## src/rtl/mux_seq_pkg.sv

```systemverilog
// mux_seq_pkg: shared state type and defaults for the mux select sequencer
package mux_seq_pkg;
  typedef enum logic {IDLE, SCAN} state_t;
  localparam int DEF_WIDTH = 8;
  localparam int DEF_SEL_W = 3;
  localparam int DIR_LSB = 0;
  localparam int DIR_MSB = 1;
endpackage

```

## src/rtl/mux_sel_sequencer.sv

```systemverilog
// mux_sel_sequencer: holds a word on an external mux and steps its select to serialise the word
module mux_sel_sequencer
  import mux_seq_pkg::*;
#(
  parameter int WIDTH = DEF_WIDTH,
  parameter int SEL_W = DEF_SEL_W,
  parameter int MSB_FIRST = DIR_LSB
) (
  input  logic             clk,
  input  logic             rst,
  input  logic             load_valid,
  output logic             load_ready,
  input  logic [WIDTH-1:0] load_data,
  output logic [WIDTH-1:0] i_out,
  output logic [SEL_W-1:0] s_out,
  input  logic             o_in,
  output logic             ser_valid,
  input  logic             ser_ready,
  output logic             ser_bit,
  output logic             ser_last,
  output logic             done
);
  localparam logic [SEL_W-1:0] LAST = SEL_W'(WIDTH - 1);
  localparam logic [SEL_W-1:0] FIRST_SEL = (MSB_FIRST != 0) ? LAST : '0;
  state_t state;
  logic [SEL_W-1:0] count;
  always_ff @(posedge clk) begin
    if (rst) begin
      state <= IDLE;
      i_out <= '0;
      s_out <= '0;
      count <= '0;
      done  <= 1'b0;
    end else begin
      done <= 1'b0;
      if (state == IDLE) begin
        if (load_valid) begin
          i_out <= load_data;
          count <= '0;
          s_out <= FIRST_SEL;
          state <= SCAN;
        end
      end else if (ser_ready) begin
        if (count == LAST) begin
          state <= IDLE;
          done  <= 1'b1;
        end else begin
          count <= count + 1'b1;
          s_out <= (MSB_FIRST != 0) ? s_out - 1'b1 : s_out + 1'b1;
        end
      end
    end
  end
  assign load_ready = (state == IDLE);
  assign ser_valid  = (state == SCAN);
  assign ser_bit    = o_in;
  assign ser_last   = (state == SCAN) && (count == LAST);
endmodule

```

## config.mk

```make
export PLATFORM = sky130hd
export DESIGN_NAME = mux_sel_sequencer
export DESIGN_NICKNAME = d
export VERILOG_FILES = /design/src/rtl/mux_seq_pkg.sv /design/src/rtl/mux_sel_sequencer.sv
export SDC_FILE = /design/constraint.sdc
export NUM_CORES = 1
export LEC_CHECK = 0
export ABC_AREA = 1
export ABC_CLOCK_PERIOD_IN_PS = 2350
export CORE_MARGIN = 5
export CORE_UTILIZATION = 30
export DETAILED_ROUTE_END_ITERATION = 10
export GPL_ROUTABILITY_DRIVEN = 0
export PLACE_DENSITY_LB_ADDON = 0.12
export SKIP_CTS_REPAIR_TIMING = 1
export SKIP_LAST_GASP = 1
export SYNTH_ARGS = -nofsm -noshare
export SYNTH_HDL_FRONTEND = slang
export SYNTH_SLANG_ARGS = --single-unit
```

## constraint.sdc

```tcl
create_clock -name clk -period 2.35 [get_ports clk]
set_input_delay 0.47 -clock clk [delete_from_list [all_inputs] [get_ports clk]]
set_output_delay 0.47 -clock clk [all_outputs]
set_load 0.01 [all_outputs]
```

# Word-level counts from Yosys, hierarchy flattened
# Index checks and enable logic that the tools add are counted.
# totals
rom_bits	0
in_bits	13
memories	0
reg_bits	16
latchBits	0
out_inout_bits	16
ram_bits	0
# op_classes
shifts	0
reduce_logical	5
mux	12
n_mul	0
add_sub_neg	2
bitwise	2
div_mod_pow	0
order_cmp	0
n_eq_ne	3
# ops
cell	count
$mux W3	7
$add A3 B1 Y3 const B	2
$mux W1	5
$ne A2 B2 Y1 const B	2
$eq A3 B3 Y1 const B	1
$reduce_and A3 Y1	1
$reduce_or A3 Y1	1
$not A1 Y1	2
$reduce_and A2 Y1	1
$reduce_bool A2 Y1	1
$logic_and A1 B1 Y1	1

# Logic depth before layout (Yosys ltp)
# depth
depth_word	4
depth_mapped	8

# Worst setup path before layout
# Ideal clock, no wire load.
# synth_timing
kind	register -> output
start	reg count[0]
end	out ser_last
slack_ns	1.064
path_stages_with_launch	5
t_arrival_ns	0.816
path_cell_list	dfxtp_1 > ha_1 > ha_1 > nand2_1 > inv_1
# synth_via
elab_chain_len	2
# synth_lines
element	line_no	text
from (decl)	mux_sel_sequencer.sv:26	logic [SEL_W-1:0] count;
from (signal assigned)	mux_sel_sequencer.sv:48	count <= count + 1'b1;
$eq A3 B3 Y1	mux_sel_sequencer.sv:57	assign ser_last = (state == SCAN) && (count == LAST);
$logic_and A1 B1 Y1	mux_sel_sequencer.sv:57	
to (decl)	mux_sel_sequencer.sv:20	output logic ser_last,
# No other way between the ends.

# Worst setup path in the final report
# Ends and elaborated chain as after synthesis.

==> results.md <==
## Status
• **status** finished, final reports clean

## Synthesis
• **Post-Synth Simple-Gate Area** 0.2564
• **Post-Syn Instances** 82
• **count of warnings emitted by yosys** 0
• **fraction of the yosys area taken by sequential cells** 0.4689
• **area share of xor/xnor cells in the synthesized design** 0
• **main combinational cell family by area after synthesis** simple AND/OR/NAND/NOR gates
• **top cell type's share of synthesized area** 0.4689
• **adder and majority cell fraction of the synthesized area** 0.05495
• **most area-hungry cell type in the Yosys netlist** dfxtp_1
• **synthesized area divided by synthesized cell count** 8.331 um^2
• **share of cell area taken by muxes after synthesis** 0
• **Post-Synthesis Net Count** 98
• **Synth Register Bits** 16
• **compound-gate portion of the synthesized area** 0.1172
• **library cells used by synthesis** 20
• **Post-Synthesis Cell Area** 683.2 um^2
• **most area-consuming cells after synthesis** dfxtp_1 47%, nor2_1 9.3%, ha_1 5.5%

## CTS
• **CTS tree** built
• **Sinks on Clock Net** 16
• **number of levels in the clock H-tree** 1
• **clock input transition at the sequential cells of the worst setup and hold paths** 90 ps
• **source-to-sink clock delay at the later pin of the worst-skew pair** 280 ps
• **CTS root buf** clkbuf_4
• **number of buffers created by CTS** 3
• **maximum buffer depth of the clock tree** 2

## Detailed routing
• **drt via density** 4.400
• **number of detailed-routing iterations run before antenna repair** 4
• **final routed DRC violation total** 0
• **Vias** 594
• **antenna-violating nets left** 0
• **number of DRC markers after the initial detailed-route iteration** 2
• **wire per inst** 10.84 um
• **total wire length** 1.463 mm

## Setup path
• **number of stages on the worst setup path** 5
• **Worst R2R Setup Slack** 970 ps
• **startpoint class of the critical path** register
• **Buf/Inv on CP** 2
• **r2r endpoint** s_out[2]$_SDFFE_PP0P_
• **Setup Crit Path Kind** register to output port
• **launch point of the worst reg-to-reg path** count[0]$_SDFFE_PP0P_
• **Critical Path Slowest Stage Cell** clkdlybuf4s50_1
• **crit path from** count[0]$_SDFFE_PP0P_
• **top cell family by delay on the critical path** buffers and inverters
• **Most common cell on crit path** ha_1
• **largest fanout on the critical path** 3
• **capturing instance or port of the critical path** ser_last
• **cell breakdown of the critical path** ha_1 > ha_1 > nand2_1 > inv_1 > clkdlybuf4s50_1
• **element type at the critical path end** output port
• **worst path required time** 1880 ps
• **CP peak stage delay** 540 ps
• **arrival time worst endpoint** 1640 ps
• **reg2reg path depth** 8

## Cells and area
• **antenna cells** 0
• **Final Net Count** 125
• **area added between synthesis and finish** 40.84%
• **proportion of layout cells with a drive suffix above 1** 0.07477

## Die
• **Floorplan Core Area** 2191 um^2
• **initial standard-cell utilization of the core** 0.3118
• **Std-Cell Rows** 17
• **Die Span Y** 57.72 um
• **Die W** 57.72 um
• **number of ports placed on the die boundary** 29
• **die area** 3332 um^2

## STA
• **smallest setup slack after layout** 235.3 ps
• **Fin Clk Skew** 3.727 ps
• **final setup fails** 0
• **min cycle time layout** 2115 ps
• **worst slew pin tran** 396.9 ps
• **Slew Viols, Final** 0
• **portion of the clock cycle consumed by the worst path in the final layout** 0.8999
• **number of hold-slack violations in the final timing report** 0
• **RSZ-0062 raised after global routing** no
• **Worst slew margin** 0.7350
• **Max Clk Rate** 472.9 MHz
• **setup_tns** 0 ps

## GRT
• **maximum number of pins on one net before global-route repair** 14
• **vias in the first global route** 567
• **global-route usage over all layers** 0.09229
• **wire length of the first global-routing pass** 2.366 mm
• **antenna violations before repair** 0
• **sum of overflow across all layers after global routing** 0

## Hold path
• **classification of the worst-slack hold path** register to register

## Power and ir drop
• **power per cell area** 559.7 nW/um^2
• **static leakage** 0.3940 nW
• **peak supply drop** 0.0002508 V

## Placed design
• **number of port buffers** 26
• **HPWL Detailed** 1.061 mm
• **pre-CTS worst setup slack** 545.8 ps

## Job
• **number of max-cap violations** 0

[state kept, by name (all words and copies together) (netlist names)]
| signal | flops |
|---|---|
| count | 3 |
| done | 1 |
| i_out | 8 |
| s_out | 3 |
| ser_valid | 1 |
[Yosys cell counts, drive strengths merged]
master / n
ha: 3
clkbuf: 1
nor3b: 1
nand3: 4
nand2: 11
a21oi: 7
inv: 7
o21ai: 9
nor2: 17
nand4: 3
dfxtp: 16
buf: 3
[cell families (layout without fill, tap and decap cells)]
family / count (synthesis) / in the layout
and+or+nand+nor: 36 / 36
AOI/OAI and AO/OA: 16 / 16
DFF: 16 / 16
buffers and inverters: 11 / 36
adders and majority gates: 3 / 3
[where the power goes]
| group | internal, mW | total, mW | switching [mW] |
|---|---|---|---|
| clock | 0.0594 | 0.140 | 0.0808 |
| combinational | 0.0556 | 0.101 | 0.0459 |
| sequential | 0.286 | 0.297 | 0.0109 |
| total | 0.401 | 0.538 | 0.138 |
[through the flow]
step | cells | utilization | power [mW] | area (um^2) | hold slack [ps]
4_1_cts | 135 | 0.4392 | 0.5494 | 962.2 | 463.6
3_5_place_dp | 132 | 0.4289 | 0.4064 | 939.7 | 450.3
6_report | 135 | 0.4392 | 0.5385 | 962.2 | 457.7
5_1_grt | 135 | 0.4392 | 0.5729 | 962.2 | 495.9
3_3_place_gp | 132 | 0.4289 | 0.4064 | 939.7 | 447.0
2_1_floorplan | 82 | - | 0.3562 | 683.2 | 431.1
[layer usage]
metal | vias up | global-route usage | part of all wire
met2 | 17 | 0.1419 | 0.43
met3 | 4 | 0.03341 | 0.084
li1 | 319 | - | -
met1 | 254 | 0.1102 | 0.47
met5 | - | 0 | 0
met4 | 0 | 0.05298 | 0.014
[area by class of cell]
class / instances / area [um^2]
clock buffer: 3 / 22.52
fill: 241 / 1229
inverter: 7 / 31.28
multi-input combinational: 55 / 292.8
sequential: 16 / 320.3
tap: 28 / 35.03
timing repair buffer: 26 / 260.3
[worst min-delay path by stage]
stage	start	end	slack (ps)	depth (start not counted)
2_1_floorplan	count[0]$_SDFFE_PP0P_	count[0]$_SDFFE_PP0P_	430	1
3_3_place_gp	count[0]$_SDFFE_PP0P_	count[0]$_SDFFE_PP0P_	450	1
3_5_place_dp	count[0]$_SDFFE_PP0P_	count[0]$_SDFFE_PP0P_	450	1
4_1_cts	count[0]$_SDFFE_PP0P_	count[0]$_SDFFE_PP0P_	460	1
5_1_grt	count[0]$_SDFFE_PP0P_	count[0]$_SDFFE_PP0P_	500	1
6_report	count[0]$_SDFFE_PP0P_	count[0]$_SDFFE_PP0P_	460	1
[cells in the final DEF (no fill, tap or decap)]
master / netlist / routed
a21oi_1: 7 / 7
clkbuf_4: 0 / 3
clkdlybuf4s50_1: 0 / 26
dfxtp_1: 16 / 16
ha_1: 3 / 3
inv_1: 5 / 5
inv_2: 1 / 1
inv_6: 1 / 1
nand2_1: 9 / 9
nand2_2: 1 / 1
nand2_8: 1 / 1
nand3_1: 3 / 3
nand3_2: 1 / 1
nand4_1: 3 / 3
nor2_1: 17 / 17
nor3b_1: 1 / 1
o21ai_0: 3 / 3
o21ai_1: 6 / 6
Note: power is estimated with default switching activity, not from simulation.
